File: config.mk
export PLATFORM = sky130hd
export DESIGN_NAME = instr_encoder_loader
export DESIGN_NICKNAME = d
export VERILOG_FILES = /design/src/rtl/instr_encoder_loader.sv
export SDC_FILE = /design/constraint.sdc
export NUM_CORES = 1
export LEC_CHECK = 0
export CAP_MARGIN = 20
export CELL_PAD_IN_SITES_DETAIL_PLACEMENT = 1
export CELL_PAD_IN_SITES_GLOBAL_PLACEMENT = 2
export CORE_ASPECT_RATIO = 1.5
export CORE_MARGIN = 8
export CORE_UTILIZATION = 27
export CTS_CLUSTER_DIAMETER = 60
export DETAILED_ROUTE_END_ITERATION = 8
export PLACE_DENSITY = 0.88
export SLEW_MARGIN = 20
export SYNTH_ARGS = -nofsm -noshare
export SYNTH_HDL_FRONTEND = slang
export SYNTH_SLANG_ARGS = --single-unit
File: constraint.sdc
create_clock -name clk -period 4.7 [get_ports clk]
set_input_delay 0.705 -clock clk [delete_from_list [all_inputs] [get_ports clk]]
set_output_delay 0.705 -clock clk [all_outputs]
set_load 0.005 [all_outputs]
File: src/rtl/instr_encoder_loader.sv
// ---------------------------------------------------------------------------
// instr_encoder_loader
//
// Purpose:
//   Takes per-class instruction fields and encodes each request as an RV32I
//   word. It writes the words to instruction memory at incrementing word
//   addresses, starting at BASE_ADDR. The core is held in reset (core_hold)
//   until the final instruction (req_last) has been handled.
//
// Parameters:
//   ADDR_W     imem word-address width; capacity is 2**ADDR_W words
//   BASE_ADDR  first word address written after reset / restart
//
// Ports:
//   clk, rst_n               clock (rising edge), asynchronous active-low reset
//   req_valid / req_ready    request handshake (ready only while IDLE)
//   req_cls                  0 LW, 1 SW, 2 R, 3 B, 4 I, 5 JAL, 6 CSR, 7 illegal
//   req_rd/rs1/rs2/f3/f7     register and function fields
//   req_imm                  byte-offset immediate, sign-extended
//   req_last                 final instruction of the program
//   restart                  DONE -> IDLE, address back to BASE_ADDR
//   imem_we/addr/wdata       write request, held until imem_ready
//   imem_ready               imem accepts the write this cycle
//   core_hold                1 keeps the core in reset, 0 once loading is done
//   load_done                high in DONE
//   err / err_cnt            sticky reject flag, saturating reject count
//
// Configuration macro:
//   ENC_CHECKSUM_EN  adds output checksum[31:0]. It is the XOR of every word
//                    written to imem, and it is cleared on restart.
// ---------------------------------------------------------------------------
module instr_encoder_loader #(
    parameter int ADDR_W    = 8,
    parameter int BASE_ADDR = 0
) (
    input  logic              clk,
    input  logic              rst_n,
    input  logic              req_valid,
    output logic              req_ready,
    input  logic [2:0]        req_cls,
    input  logic [4:0]        req_rd,
    input  logic [4:0]        req_rs1,
    input  logic [4:0]        req_rs2,
    input  logic [2:0]        req_f3,
    input  logic [6:0]        req_f7,
    input  logic [31:0]       req_imm,
    input  logic              req_last,
    input  logic              restart,
    output logic              imem_we,
    output logic [ADDR_W-1:0] imem_addr,
    output logic [31:0]       imem_wdata,
    input  logic              imem_ready,
    output logic              core_hold,
    output logic              load_done,
    output logic              err,
    output logic [7:0]        err_cnt
`ifdef ENC_CHECKSUM_EN
    ,
    output logic [31:0]       checksum
`endif
);

    localparam logic [2:0] CLS_LW  = 3'd0;
    localparam logic [2:0] CLS_SW  = 3'd1;
    localparam logic [2:0] CLS_R   = 3'd2;
    localparam logic [2:0] CLS_B   = 3'd3;
    localparam logic [2:0] CLS_I   = 3'd4;
    localparam logic [2:0] CLS_JAL = 3'd5;
    localparam logic [2:0] CLS_CSR = 3'd6;

    localparam logic [6:0] OP_LOAD   = 7'h03;
    localparam logic [6:0] OP_STORE  = 7'h23;
    localparam logic [6:0] OP_R      = 7'h33;
    localparam logic [6:0] OP_BRANCH = 7'h63;
    localparam logic [6:0] OP_IMM    = 7'h13;
    localparam logic [6:0] OP_JAL    = 7'h6F;
    localparam logic [6:0] OP_SYSTEM = 7'h73;

    localparam logic [ADDR_W-1:0] BASE = ADDR_W'(BASE_ADDR);

    typedef enum logic [1:0] {
        ST_IDLE  = 2'd0,
        ST_WRITE = 2'd1,
        ST_DONE  = 2'd2
    } state_t;

    state_t state_reg, state_next;

    logic [ADDR_W-1:0] addr_reg;
    logic [31:0]       wdata_reg;
    logic              last_reg;
    logic [ADDR_W:0]   wr_cnt_reg;    // words written since reset/restart
    logic              err_reg;
    logic [7:0]        err_cnt_reg;

    logic [31:0] enc_word;
    logic        imm_ok;
    logic        fits_s12, fits_s13, fits_s21, fits_u12;
    logic        mem_full;
    logic        accept, legal, reject, wr_done;

    // Immediate range checks: the sign-extended value fits when all bits from
    // the sign position upward are identical.
    assign fits_s12 = (&req_imm[31:11]) | ~(|req_imm[31:11]);
    assign fits_s13 = (&req_imm[31:12]) | ~(|req_imm[31:12]);
    assign fits_s21 = (&req_imm[31:20]) | ~(|req_imm[31:20]);
    assign fits_u12 = ~(|req_imm[31:12]);

    // The top count bit is set exactly when 2**ADDR_W words have been written.
    assign mem_full = wr_cnt_reg[ADDR_W];

    // ---------------- encoder ----------------
    always_comb begin
        enc_word = '0;
        imm_ok   = 1'b0;
        unique case (req_cls)
            CLS_LW: begin
                enc_word = {req_imm[11:0], req_rs1, req_f3, req_rd, OP_LOAD};
                imm_ok   = fits_s12;
            end
            CLS_SW: begin
                enc_word = {req_imm[11:5], req_rs2, req_rs1, req_f3,
                            req_imm[4:0], OP_STORE};
                imm_ok   = fits_s12;
            end
            CLS_R: begin
                enc_word = {req_f7, req_rs2, req_rs1, req_f3, req_rd, OP_R};
                imm_ok   = 1'b1;
            end
            CLS_B: begin
                enc_word = {req_imm[12], req_imm[10:5], req_rs2, req_rs1, req_f3,
                            req_imm[4:1], req_imm[11], OP_BRANCH};
                imm_ok   = fits_s13 & ~req_imm[0];
            end
            CLS_I: begin
                // Shifts (slli / srli / srai) carry funct7 plus a 5-bit shamt.
                if (req_f3 == 3'd1 || req_f3 == 3'd5) begin
                    enc_word = {req_f7, req_imm[4:0], req_rs1, req_f3, req_rd, OP_IMM};
                end else begin
                    enc_word = {req_imm[11:0], req_rs1, req_f3, req_rd, OP_IMM};
                end
                imm_ok = fits_s12;
            end
            CLS_JAL: begin
                enc_word = {req_imm[20], req_imm[10:1], req_imm[11], req_imm[19:12],
                            req_rd, OP_JAL};
                imm_ok   = fits_s21 & ~req_imm[0];
            end
            CLS_CSR: begin
                enc_word = {req_imm[11:0], req_rs1, req_f3, req_rd, OP_SYSTEM};
                imm_ok   = fits_u12;
            end
            default: begin
                enc_word = '0;
                imm_ok   = 1'b0;
            end
        endcase
    end

    assign accept  = req_valid & req_ready;
    assign legal   = imm_ok & ~mem_full;
    assign reject  = accept & ~legal;
    assign wr_done = (state_reg == ST_WRITE) & imem_ready;

    // ---------------- FSM: state register ----------------
    always_ff @(posedge clk or negedge rst_n) begin
        if (!rst_n) begin
            state_reg <= ST_IDLE;
        end else begin
            state_reg <= state_next;
        end
    end

    // ---------------- FSM: next state ----------------
    always_comb begin
        state_next = state_reg;
        unique case (state_reg)
            ST_IDLE: begin
                if (accept) begin
                    if (legal) begin
                        state_next = ST_WRITE;
                    end else if (req_last) begin
                        // A rejected final request still ends the load.
                        state_next = ST_DONE;
                    end
                end
            end
            ST_WRITE: begin
                if (imem_ready) begin
                    state_next = last_reg ? ST_DONE : ST_IDLE;
                end
            end
            ST_DONE: begin
                if (restart) begin
                    state_next = ST_IDLE;
                end
            end
            default: state_next = ST_IDLE;
        endcase
    end

    // ---------------- FSM: outputs ----------------
    always_comb begin
        req_ready = (state_reg == ST_IDLE);
        imem_we   = (state_reg == ST_WRITE);
        core_hold = (state_reg != ST_DONE);
        load_done = (state_reg == ST_DONE);
    end

    // ---------------- datapath ----------------
    always_ff @(posedge clk or negedge rst_n) begin
        if (!rst_n) begin
            addr_reg    <= BASE;
            wdata_reg   <= '0;
            last_reg    <= 1'b0;
            wr_cnt_reg  <= '0;
            err_reg     <= 1'b0;
            err_cnt_reg <= '0;
        end else begin
            if (accept && legal) begin
                wdata_reg <= enc_word;
                last_reg  <= req_last;
            end
            if (reject) begin
                err_reg <= 1'b1;
                if (err_cnt_reg != 8'hFF) begin
                    err_cnt_reg <= err_cnt_reg + 8'd1;
                end
            end
            if (wr_done) begin
                wr_cnt_reg <= wr_cnt_reg + (ADDR_W+1)'(1);
                // The write that fills the memory leaves the address on the
                // last word instead of wrapping back over the program.
                if (!(&wr_cnt_reg[ADDR_W-1:0])) begin
                    addr_reg <= addr_reg + ADDR_W'(1);
                end
            end
            if (state_reg == ST_DONE && restart) begin
                addr_reg   <= BASE;
                wr_cnt_reg <= '0;
            end
        end
    end

    assign imem_addr  = addr_reg;
    assign imem_wdata = wdata_reg;
    assign err        = err_reg;
    assign err_cnt    = err_cnt_reg;

`ifdef ENC_CHECKSUM_EN
    logic [31:0] checksum_reg;

    always_ff @(posedge clk or negedge rst_n) begin
        if (!rst_n) begin
            checksum_reg <= '0;
        end else if (state_reg == ST_DONE && restart) begin
            checksum_reg <= '0;
        end else if (wr_done) begin
            checksum_reg <= checksum_reg ^ wdata_reg;
        end
    end

    assign checksum = checksum_reg;
`endif

endmodule

# Word level (Yosys, flattened, before mapping)

Index checks and enable logic that the tools add are counted.

Flip-flop bits (word level): 61
Logic and storage cells: 74
Output and inout port bits: 53
Input bits: 66

Bitwise logic cells: 15
Reductions and logical operators: 17
$add $sub $neg: 3
Equal/unequal tests: 17
Multiplexer cells: 15

Operator list:

| kind                                                | count |
|---|---|
| case mux 32 bit (7 select lines)                    | 1 |
| 2-to-1 mux 32 bit                                   | 1 |
| 2-to-1 mux 8 bit                                    | 3 |
| AND reduction 21 bit                                | 1 |
| OR reduction 21 bit                                 | 1 |
| AND reduction 20 bit                                | 1 |
| OR reduction 20 bit                                 | 1 |
| 2-to-1 mux 9 bit                                    | 2 |
| adder 8 x 1 -> 8 bit, second input constant         | 2 |
| equality test 3 bit, second input constant          | 4 |
| 2-to-1 mux 2 bit                                    | 6 |
| AND reduction 12 bit                                | 1 |
| OR reduction 12 bit                                 | 1 |
| adder 9 x 1 -> 9 bit, second input constant         | 1 |
| != test 8 bit, second input constant                | 1 |
| AND reduction 8 bit                                 | 1 |
| bitwise AND 1 bit                                   | 6 |
| equality test 3 x 1 -> 1 bit, second input constant | 2 |
| equality test 3 x 2 -> 1 bit, second input constant | 2 |
| != test 2 x 1 -> 1 bit, second input constant       | 3 |
| inverter 1 bit                                      | 6 |
| case mux 2 bit (3 select lines)                     | 1 |
| case mux 1 bit (5 select lines)                     | 1 |
| != test 2 bit, second input constant                | 2 |
| 12 further kinds                                    | 16 |

# Longest topological paths before layout

Depth after elaboration: 9
Depth in mapped cells: 9
Gate-level depth less buffers: 8

# Least setup slack after synthesis

No wires, ideal clock.

Kind: in2reg
Start: input port req_imm[17]
End: register err_cnt_reg[7] (netlist: err_cnt[7])
Setup time: 0.125 ns
Slack: 2.161 ns
Buffers on the path: 1
Arrival: 2.414 ns
Stages: 8
Data required time: 4.575 ns
Cell sequence: or4_4 -> nor3_2 -> a21oi_1 -> a211oi_2 -> nor3b_1 -> buf_6 -> nand3_1 -> mux2_2

Longest elaborated chain between the ends: 9
Elaborated cells on any way between the ends: 14
Classes of those cells: 1 x mux; 8 x bitwise; 5 x reduce/logical

Ends and longest elaborated chain:

| element                                  | line     | text |
|---|---|---|
| start: declaration                       | 46       | `input logic [31:0] req_imm,` |
| OR reduction 20 bit                      | 105, 107 |  |
| inverter 1 bit                           | 105, 107 |  |
| bitwise OR 1 bit                         | 105      | `assign fits_s13 = (&req_imm[31:12]) \| ~(\|req_imm[31:12]);` |
| bitwise AND 1 bit                        | 133      | `imm_ok = fits_s13 & ~req_imm[0];` |
| case mux 1 bit (5 select lines) (*)      | 116      | `unique case (req_cls)` |
| bitwise AND 1 bit (*)                    | 161      | `assign legal = imm_ok & ~mem_full;` |
| inverter 1 bit (*)                       | 162      | `assign reject = accept & ~legal;` |
| bitwise AND 1 bit (*)                    | 162      |  |
| AND reduction 2 bit (no source line) (*) | --       |  |
| end signal: assignment                   | 227      | `err_cnt_reg <= err_cnt_reg + 8'd1;` |
| end: declaration                         | 94       | `logic [7:0] err_cnt_reg;` |

Every way passes the cells marked *; elsewhere a longest branch is shown, timed or not.
A chain may end at the register's enable or synchronous reset.

# Worst setup path after layout

Start: input port req_cls[1]
End: register wdata_reg[4] (netlist: imem_wdata[4])

Longest elaborated chain between the ends: 5
Elaborated cells on any way between the ends: 12
Classes of those cells: 6 x eq/ne; 2 x mux; 1 x bitwise; 3 x reduce/logical

Ends and longest elaborated chain:

| element                                     | line | text |
|---|---|---|
| start: declaration                          | 40   | `input logic [2:0] req_cls,` |
| equality test 3 bit (tied with other cells) | 116  |  |
| OR reduction 3 bit (no source line)         | --   |  |
| case mux 1 bit (5 select lines)             | 116  |  |
| bitwise AND 1 bit                           | 161  |  |
| logical AND 1 bit                           | 220  | `if (accept && legal) begin` |
| end signal: assignment                      | 221  | `wdata_reg <= enc_word;` |
| end: declaration                            | 90   | `logic [31:0] wdata_reg;` |

Several ways; a longest one is shown, not always the timed one.

==> impl.org <==
** Yosys
- Fraction of the yosys area taken by sequential cells :: 0.478
- The synthesized design spends more area on one cell type than any other, namely sky130_fd_sc_hd__dfrtp_1.
- Share of the synthesized area in the top cell type :: 0.478
- Post-synth net total :: between 400 and 500
- The commonest cells after synthesis are 59 x sky130_fd_sc_hd__dfrtp_1, 49 x sky130_fd_sc_hd__nand2_1, 28 x sky130_fd_sc_hd__o21ai_1.
- Proportion of synthesized flip-flops having asynchronous set or reset :: 1.00
- Among all flip-flop cells after synthesis, the most frequent one is sky130_fd_sc_hd__dfrtp_1.
- Cell area after technology mapping :: 3090 um^2
- Leading post-synthesis cells by cell area :: sky130_fd_sc_hd__dfrtp_1 48%, sky130_fd_sc_hd__nand2_1 5.9%, sky130_fd_sc_hd__o21ai_1 4.5%
- After technology mapping, the gate count stands at 335.
- Yosys instantiated no cell more often than sky130_fd_sc_hd__dfrtp_1.
- Count of warnings emitted by yosys :: 0
- After synthesis, the netlist uses 46 different library cells.
- Each instance of the synthesized netlist takes up on average 9.23 um^2.
- Counting flops with a built-in enable in the synthesized netlist gives 0.
- #FFs+latches synth :: 59

** STA
- Min Clock Period, post-route :: between 3000 and 4000 ps
- Setup repair after global routing left no endpoint under its margin.
- Final WS setup :: 1220 ps
- For the pin with the worst max-slew slack, the measured transition is roughly 1000 ps.
- After routing, the total negative slack on setup checks comes to 0 ps.
- The total count of hold-check failures in the final report came to 0.
- For the final database, setup skew stands at roughly 6.1 ps.
- The final max-slew violation count is 0.
- Dividing the final minimum period by the clock period gives 0.741.
- Based on the critical path, the design can be clocked at up to 287 MHz.
- Max-slew headroom at the worst pin :: 0.329
- Final Setup Violations :: 0

** Worst setup path
- The worst setup path is captured at a register.
- Register-to-register setup slack :: 2310 ps
- The critical path in this run is classified as in2reg.
- The worst setup path is launched from an input port.
- The critical path goes through clkdlybuf4s50_1 > buf_4 > nand3b_1 > nor3_1 > a32oi_1 > a21oi_1 > o21ai_4 > buf_4 > nand2_1 > o31ai_2.
- Buffers plus inverters on the worst setup path :: 3
- Worst-case reg-to-reg path depth :: 8
- In this design, the largest share of critical-path delay is due to compound AO/OA/AOI/OAI gates.
- For this design, the slowest cell found on the critical path is sky130_fd_sc_hd__o21ai_4.
- Along the worst path, the maximum fanout reaches 42.
- The critical path crosses 10 cells after its start point.
- Most common cell on crit path :: sky130_fd_sc_hd__buf_4
- For this run, the slowest stage of the critical path takes around 800 ps.
- At the worst endpoint, the required time is a little under 5000 ps.
- Arrival time worst endpoint :: between 3000 and 4000 ps

** Final layout
- Once layout is complete, the utilization of the core stands at 0.417.
- Final std cells w/o fill :: around 610
- N_diodes :: 0
- Final net count :: about 520
- Post-route cell area :: roughly 4700 um^2
- From synthesis to final layout, the design area changed by 53.1%.
- The register with the most flip-flops in the layout has 30 of them.
- In the final layout, the share of cells above drive strength 1 is 0.0766.

** Placed design
- Last weighted congestion value of the routability-driven placer :: roughly 0.77
- After detailed placement, the total cell area comes to roughly 4400 um^2.
- Setup Slack @ Placement :: 880 ps
- Post-placement cell count :: between 500 and 600
- Count of input and output buffers :: about 120
- Final HPWL from detailed placement :: 8.06 mm

** Hold path
- Worst hold path class :: reg2reg
- Along the worst hold path, the cell count comes to 1.

** Floorplanning
- After floorplanning, the core was sized to cover roughly 11000 um^2.
- The die is ~100 um wide.
- Count of pins on the block boundary :: between 100 and 150
- Core Rows :: 48
- Total die area :: 15200 um^2
- The initial utilization of the core area, before any placement, comes to 0.272.
- Measured along the y axis, the die boundary spans ~150 um.

** Routing
- In the final routed layout, each cell accounts on average for ~17 um.
- Dividing the detail-routed via count by the number of cells gives between 4 and 5.
- For this run, the detailed router's first-pass iteration total came to 4.
- In the routed design, unresolved DRC markers number 0.
- For this block, the via count after detailed routing is 2936.
- For this block, the routed nets add up to between 10 and 15 mm of wire.
- DRC violation total after the first TritonRoute iteration :: 70
- The count of nets left with antenna violations once routing finished came out at 0.

** GRT
- For this run, the total global-route usage over all layers was measured as 0.145.
- The number of global-route vias before repair came to 3415.
- Entering global routing, the biggest net connects 60 pins.
- Grt total ovfl :: 0
- Wire length of the first global-routing pass :: about 17 mm
- Initial antenna violation count :: 0

** CTS
- The cell sitting at the root of the clock tree is a sky130_fd_sc_hd__clkbuf_16.
- Gates resized during post-CTS repair numbered 0.
- CTS Buf Count :: 9
- Later-pin clock latency in the skew report :: between 300 and 400 ps
- Number of buffers inserted by hold repair at cts :: 0
- TritonCTS sink count :: 59
- The clock passes through at most 2 buffers.
- After clock tree synthesis, the setup repair step added 0 buffers.
- Number of H-tree levels :: 3
- TritonCTS clock tree :: yes
- Clock-pin slew reported for the worst setup and hold paths after clock tree synthesis :: roughly 50 ps

** Run
- Max-cap violations in this run came to 0.

** Power and ir drop
- Total power per unit cell area :: 438 nW/um^2
- For this design the static power due to leakage is around 2.0 nW.
- Largest vdd supply drop :: 0.000195 V

** Run status
- Status :: completed
per-layer routing:
metal / up-vias / GRT usage / part of all wire / wire [um]
met1: 1441 / 0.142 / 0.35 / 3610
li1: 1410 / - / - / -
met2: 73 / 0.260 / 0.55 / 5610
met5: - / 0 / 0 / 0
met4: 0 / 0.0509 / 0.015 / 155
met3: 12 / 0.0625 / 0.082 / 836
report_power, final:
group,total [mW],switching [mW],internal (mW)
clock network,0.690,0.230,0.460
registers,0.752,0.110,0.643
logic,0.630,0.249,0.381
through the flow:
step / total power [mW] / hold WS (ps)
after floorplan: 0.978 / 409
after global placement: 1.38 / 467
after detailed placement: 1.41 / 459
after CTS: 2.12 / 470
after global routing: 2.20 / 477
final: 2.07 / 462
path summary, 6_finish.rpt:
check | from | endpoint
min in group asynchronous | rst_n | imem_wdata[29]
min reg2reg | err | err
max | req_cls[1] | imem_wdata[4]
max in group asynchronous | rst_n | imem_addr[5]
min | err | err
max reg2reg | state_reg[0] | imem_addr[5]
cell type report:
class / count / area [um^2]
multi-input cells: 250 / 1510
fillers: 1276 / 6620
clock inverters: 6 / 80.1
well taps: 150 / 188
repair buffers: 124 / 1220
flip-flops and latches: 59 / 1480
clock buffers: 10 / 229
inverters: 8 / 30.0
cell families after synthesis:
kind of cell / count (synthesis) / share of synthesized area
compound gates: 82 / 0.170
mux: 12 / 0.0417
simple gates: 137 / 0.217
fa+ha+maj: 3 / 0.0121
xor+xnor: 16 / 0.0453
buf+inv: 26 / 0.0372
flops: 59 / 0.478
layout by cell type, fill, tap and decap left out, drive strengths merged, types with 10 or more instances in the layout:
| cell | n |
|---|---|
| a21oi | 14 |
| a22oi | 11 |
| clkbuf | 10 |
| clkdlybuf4s50 | 117 |
| dfrtp | 59 |
| nand2 | 49 |
| nand2b | 10 |
| nand3 | 13 |
| nor2 | 26 |
| o21ai | 37 |
| xor2 | 10 |
Note: power is estimated with default switching activity, not from simulation.
